$ cat src/rtl/fpmult_arbiter.sv
// fpmult_arbiter: round-robin sharing of one fixed-latency, fully pipelined
// FPMult among NREQ requesters. The requester tag rides a shift pipeline
// that runs alongside the multiplier, so each product can be routed back to
// its owner on a shared, registered response bus.
module fpmult_arbiter #(
  parameter int unsigned NREQ    = 4,
  parameter int unsigned LATENCY = 3
) (
  input  logic                 clk,
  input  logic                 rst,
  input  logic [NREQ-1:0]      ReqValid,
  output logic [NREQ-1:0]      ReqReady,
  input  logic [32*NREQ-1:0]   ReqA,
  input  logic [32*NREQ-1:0]   ReqB,
  input  logic [3*NREQ-1:0]    ReqCtrl,
  output logic [31:0]          MultA,
  output logic [31:0]          MultB,
  output logic [2:0]           MultCtrl,
  output logic                 MultIssue,
  input  logic [31:0]          MultP,
  output logic [NREQ-1:0]      RspValid,
  output logic [31:0]          RspP,
  output logic                 Busy
);

  localparam int unsigned IDW = (NREQ > 1) ? $clog2(NREQ) : 1;

  // (base + ofs) mod NREQ, with ofs < NREQ so one subtraction suffices.
  function automatic logic [IDW-1:0] wrap_add(input logic [IDW-1:0] base,
                                               input int unsigned   ofs);
    int unsigned s;
    s = 32'(base) + ofs;
    if (s >= NREQ) s = s - NREQ;
    return IDW'(s);
  endfunction

  // Round-robin pointer
  logic [IDW-1:0] ptr_q, ptr_d;

  // Issue stage registers
  logic [31:0]    mult_a_q, mult_a_d;
  logic [31:0]    mult_b_q, mult_b_d;
  logic [2:0]     mult_ctrl_q, mult_ctrl_d;
  logic           mult_issue_q, mult_issue_d;
  logic [IDW-1:0] issue_id_q, issue_id_d;

  // Tag pipeline, stage LATENCY-1 lines up with a valid MultP
  logic           tag_vld_q [LATENCY];
  logic           tag_vld_d [LATENCY];
  logic [IDW-1:0] tag_id_q  [LATENCY];
  logic [IDW-1:0] tag_id_d  [LATENCY];

  // Response registers
  logic [NREQ-1:0] rsp_valid_q, rsp_valid_d;
  logic [31:0]     rsp_p_q, rsp_p_d;

  // Arbitration results
  logic [NREQ-1:0] grant;
  logic            grant_any;
  logic [IDW-1:0]  grant_id;
  logic [IDW-1:0]  cand;
  logic [31:0]     sel_a;
  logic [31:0]     sel_b;
  logic [2:0]      sel_ctrl;

  // Scan requesters starting at the pointer; first valid one wins.
  always_comb begin
    grant     = '0;
    grant_any = 1'b0;
    grant_id  = '0;
    cand      = '0;
    for (int unsigned k = 0; k < NREQ; k++) begin
      cand = wrap_add(ptr_q, k);
      if (!grant_any && ReqValid[cand]) begin
        grant_any = 1'b1;
        grant_id  = cand;
      end
    end
    // No grant is offered while reset is held.
    grant_any = grant_any & ~rst;
    for (int unsigned i = 0; i < NREQ; i++) begin
      grant[i] = grant_any && (grant_id == IDW'(i));
    end
  end

  // Operand mux driven by the one-hot grant.
  always_comb begin
    sel_a    = '0;
    sel_b    = '0;
    sel_ctrl = '0;
    for (int unsigned i = 0; i < NREQ; i++) begin
      if (grant[i]) begin
        sel_a    = ReqA[32*i +: 32];
        sel_b    = ReqB[32*i +: 32];
        sel_ctrl = ReqCtrl[3*i +: 3];
      end
    end
  end

  // Pointer advance and issue-stage next state.
  always_comb begin
    ptr_d        = ptr_q;
    mult_a_d     = mult_a_q;
    mult_b_d     = mult_b_q;
    mult_ctrl_d  = mult_ctrl_q;
    issue_id_d   = issue_id_q;
    mult_issue_d = grant_any;
    if (grant_any) begin
      ptr_d       = (grant_id == IDW'(NREQ - 1)) ? '0 : grant_id + IDW'(1);
      mult_a_d    = sel_a;
      mult_b_d    = sel_b;
      mult_ctrl_d = sel_ctrl;
      issue_id_d  = grant_id;
    end
  end

  // Tag pipeline shift; stage 0 captures the op currently on MultA/B/Ctrl.
  always_comb begin
    for (int unsigned s = 0; s < LATENCY; s++) begin
      tag_vld_d[s] = 1'b0;
      tag_id_d[s]  = '0;
    end
    tag_vld_d[0] = mult_issue_q;
    tag_id_d[0]  = issue_id_q;
    for (int unsigned s = 1; s < LATENCY; s++) begin
      tag_vld_d[s] = tag_vld_q[s-1];
      tag_id_d[s]  = tag_id_q[s-1];
    end
  end

  // Capture the product and name its owner when the last tag stage is valid.
  always_comb begin
    rsp_valid_d = '0;
    rsp_p_d     = rsp_p_q;
    if (tag_vld_q[LATENCY-1]) begin
      rsp_p_d = MultP;
      for (int unsigned i = 0; i < NREQ; i++) begin
        rsp_valid_d[i] = (tag_id_q[LATENCY-1] == IDW'(i));
      end
    end
  end

  // State registers; reset discards everything in flight.
  always_ff @(posedge clk or posedge rst) begin
    if (rst) begin
      ptr_q        <= '0;
      mult_a_q     <= '0;
      mult_b_q     <= '0;
      mult_ctrl_q  <= '0;
      mult_issue_q <= 1'b0;
      issue_id_q   <= '0;
      for (int unsigned s = 0; s < LATENCY; s++) begin
        tag_vld_q[s] <= 1'b0;
        tag_id_q[s]  <= '0;
      end
      rsp_valid_q  <= '0;
      rsp_p_q      <= '0;
    end else begin
      ptr_q        <= ptr_d;
      mult_a_q     <= mult_a_d;
      mult_b_q     <= mult_b_d;
      mult_ctrl_q  <= mult_ctrl_d;
      mult_issue_q <= mult_issue_d;
      issue_id_q   <= issue_id_d;
      for (int unsigned s = 0; s < LATENCY; s++) begin
        tag_vld_q[s] <= tag_vld_d[s];
        tag_id_q[s]  <= tag_id_d[s];
      end
      rsp_valid_q  <= rsp_valid_d;
      rsp_p_q      <= rsp_p_d;
    end
  end

  // Busy while any op sits anywhere between issue and its response cycle.
  always_comb begin
    Busy = mult_issue_q | (|rsp_valid_q);
    for (int unsigned s = 0; s < LATENCY; s++) begin
      Busy = Busy | tag_vld_q[s];
    end
  end

  assign ReqReady  = grant;
  assign MultA     = mult_a_q;
  assign MultB     = mult_b_q;
  assign MultCtrl  = mult_ctrl_q;
  assign MultIssue = mult_issue_q;
  assign RspValid  = rsp_valid_q;
  assign RspP      = rsp_p_q;

endmodule

$ cat config.mk
export PLATFORM = sky130hd
export DESIGN_NAME = fpmult_arbiter
export DESIGN_NICKNAME = d
export VERILOG_FILES = /design/src/rtl/fpmult_arbiter.sv
export SDC_FILE = /design/constraint.sdc
export NUM_CORES = 1
export LEC_CHECK = 0
export CAP_MARGIN = 20
export CORE_AREA = 3 3 158 160
export CTS_CLUSTER_DIAMETER = 150
export DETAILED_ROUTE_END_ITERATION = 8
export DIE_AREA = 0 0 161 163
export SLEW_MARGIN = 0
export SYNTH_ARGS = -nofsm -noshare
export SYNTH_HDL_FRONTEND = slang
export SYNTH_SLANG_ARGS = --single-unit
$ cat constraint.sdc
create_clock -name clk -period 5.21 [get_ports clk]
set_clock_uncertainty 0.15 [all_clocks]
set_input_delay 0.521 -clock clk [delete_from_list [all_inputs] [get_ports clk]]
set_output_delay 0.521 -clock clk [all_outputs]
set_load 0.03 [all_outputs]
==> results.sh <==
export IMPL_status="complete, no violations"
export IMPL_p_leak_nw=4.73
export IMPL_drt_pass1_iter_count=5
export IMPL_die_x_um=161
export IMPL_crit_arrival_ps=3290
export IMPL_overflow=0
export IMPL_syn_inst=792
export IMPL_whs_path_depth=0
export IMPL_cts_resized=0
export IMPL_place_congestion=0.866
export IMPL_path_max_fanout=55
export IMPL_r2r_slack_ps=1790
export IMPL_cts_hold_buf=0
export IMPL_synth_edf_count=0
export IMPL_fp_dieH_um=163
export IMPL_worstSkewPairLatency_ps=410
export IMPL_syn_area_per_cell_um2=8.24
export IMPL_via_count=7188
export IMPL_syn_nets=1102
export IMPL_period_minus_slack_ps=3960
export IMPL_dp_cells=1467
export IMPL_crit_path_start_kind="input pin"
export IMPL_critPathKind="in2out"
export IMPL_start_util=0.277
export IMPL_clk_path_buf_depth=2
export IMPL_netlist_area_leader_share=0.448
export IMPL_drt_wirelength_per_cell_um=18.8
export IMPL_stdcell_count=1499
export IMPL_cts_sinks=117
export IMPL_worstMarginPinSlew_ps=898
export IMPL_port_buffers=414
export IMPL_max_vdd_ir_drop_uv=170
export IMPL_synth_cell_types=32
export IMPL_synth_flop_cell="dfrtp_1"
export IMPL_synth_area_leaders="dfrtp_1 (45%), a21oi_1 (11%), a221oi_1 (8.3%)"
export IMPL_synthXorXnorAreaFrac=0
export IMPL_worstPathRequired_ps=4540
export IMPL_area_delta_synth_final_pct=76.9
export IMPL_postRouteAntennaNets=0
export IMPL_num_rows=56
export IMPL_clk_pin_slew_worst_paths_ps=50
export IMPL_core_area_um2=23500
export IMPL_grt_pass1_vias=7212
export IMPL_synthAdderAreaFrac=0.00767
export IMPL_cts_setup_buffers=0
export IMPL_antennaDiodeCount=0
export IMPL_grt_start_max_net_pins=72
export IMPL_setup_viol=0
export IMPL_synthSimpleGateAreaFrac=0.132
export IMPL_synth_top_family_by_area="compound AO/OA/AOI/OAI gates"
export IMPL_drc_errors=0
export IMPL_r2r_end="MultA[23]"
export IMPL_rr_worst_depth=9
export IMPL_synthArstFlopShare=1.00
export IMPL_vias_per_cell=4.80
export IMPL_setup_tns_ps=0
export IMPL_min_from="tag_id_d[2]"
export IMPL_layout_drive_gt1_share=0.0712
export IMPL_fin_crit_sh=0.761
export IMPL_grt_pass1_wl_um=42200
export IMPL_drv_slew=0
export IMPL_yosysSeqAreaShare=0.448
export IMPL_hpwl_um=21000
export IMPL_slew_headroom=0.401
export IMPL_grt_usage=0.207
export IMPL_io_pins=415
export IMPL_cts_tree="yes"
export IMPL_cts_buffers=17
export IMPL_clockRootBuffer="clkbuf_16"
export IMPL_h_tree_depth=4
export IMPL_fin_nets=1477
export IMPL_wirelength_um=28200
export IMPL_pwr_density_cell_nw_per_um2=437
export IMPL_synth_compound_area_frac=0.260
export IMPL_cp_end_kind="output pin"
export IMPL_synth_area_um2=6530
export IMPL_synthMuxAreaShare=0.0585
export IMPL_synth_seq_cells=117
export IMPL_r2r_start="ptr_q[1]"
export IMPL_yosys_area_top_type="dfrtp_1"
export IMPL_hold_viol_final=0
export IMPL_drtIter0Drc=456
export IMPL_min_path_type="reg2reg"
export IMPL_antenna_found_initial=0
export IMPL_max_cap_violations=0
export IMPL_holdPathEnd="tag_id_d[0]"
export IMPL_dieArea_um2=26200
export IMPL_timing_fmax_mhz=252
export IMPL_synth_warnings=0
export IMPL_rsz0062_at_grt="no"
final cells by class:
| type | instances | area (um^2) |
|---|---|---|
| fillers | 2333 | 12000 |
| repair buffers | 427 | 4250 |
| multi-input cells | 523 | 3040 |
| flip-flops and latches | 117 | 2930 |
| clock buffers | 18 | 429 |
| well taps | 319 | 399 |
| inverters | 81 | 307 |
| clock inverters | 14 | 198 |
cells in the final DEF, fill, tap and decap left out, types with 2 or more instances in the layout:
master,count
a221oi_1,62
inv_1,79
nor2_1,130
nand3b_1,5
bufinv_16,4
a31oi_1,5
clkdlybuf4s50_1,414
ha_4,3
nand2_1,55
clkinvlp_4,2
clkinv_2,2
a211o_1,4
inv_6,5
buf_4,12
and2_1,4
o41ai_1,14
nand2b_1,6
dfrtp_1,117
clkbuf_16,17
o21ai_0,47
a21oi_1,142
mux2_2,32
nor4_1,2
logic make-up after synthesis:
kind of cell    Yosys count
mux                      34
flops                   117
fa+ha+maj                 4
buf+inv                 152
compound gates          277
simple gates            208
registers in the layout, summed over array words and instances (netlist names):
name / count
tag_id_d: 4
RspP: 32
tag_vld_q: 1
MultB: 32
MultCtrl: 3
ptr_q: 2
MultA: 32
tag_id_q: 2
tag_vld_d: 2
MultIssue: 1
issue_id_q: 2
RspValid: 4
per-layer routing:
metal,wire [um],up-vias,track usage
li1,-,3503,-
met1,11100,3333,0.238
met2,14100,324,0.370
met3,2440,28,0.0722
met4,502,0,0.0540
met5,0,-,0
worst max path at each step:
stage | slack, ps | start | endpoint | cells past startpoint
after floorplan | 1050 | rst | MultA[0] | 3
after global placement | 1140 | ReqValid[0] | MultA[23] | 10
after detailed placement | 1110 | ReqValid[0] | MultA[23] | 10
after CTS | 1240 | ReqValid[1] | ReqReady[1] | 7
after global routing | 1060 | ReqValid[0] | ReqReady[1] | 7
final | 1250 | ReqValid[1] | ReqReady[1] | 7
through the flow:
step / util / hold WS, ps / setup WS [ps] / cell area, um^2 / power [mW]
finish: 0.491 / 202 / 1250 / 11600 / 5.05
global route: 0.491 / 214 / 1060 / 11600 / 5.37
CTS: 0.491 / 205 / 1240 / 11600 / 5.12
detailed placement: 0.464 / 193 / 1110 / 10900 / 3.82
global placement: 0.464 / 197 / 1140 / 10900 / 3.81
floorplan: - / 181 / 1050 / 6530 / 2.74
worst max-delay path, cell delays in order:
cell and delay [ps]:
clkdlybuf4s50_1 590, a21oi_1 100, a211o_1 380, inv_1 190
ha_4 590, and2_1 230, clkdlybuf4s50_1 670
power by group:
group / internal, mW / leakage, nW / switching, mW / total [mW]
sequential: 1.16 / 1.37 / 0.151 / 1.31
clock: 0.807 / 0.302 / 0.461 / 1.27
combinational: 1.04 / 3.05 / 1.43 / 2.47
total: 3.01 / 4.73 / 2.04 / 5.05
synth_stat cells, types with 2 or more instances:
| cell | number |
|---|---|
| a211o_1 | 4 |
| a21oi_1 | 142 |
| a221oi_1 | 62 |
| a31oi_1 | 5 |
| and2_1 | 4 |
| buf_1 | 11 |
| buf_2 | 19 |
| buf_4 | 3 |
| clkbuf_1 | 38 |
| dfrtp_1 | 117 |
| ha_1 | 4 |
| inv_1 | 80 |
| mux2_2 | 32 |
| nand2_1 | 55 |
| nand2b_1 | 6 |
| nand3b_1 | 5 |
| nor2_1 | 130 |
| nor4_1 | 2 |
| o21ai_0 | 47 |
| o41ai_1 | 14 |
No activity file was read; power rests on OpenSTA's default activity.
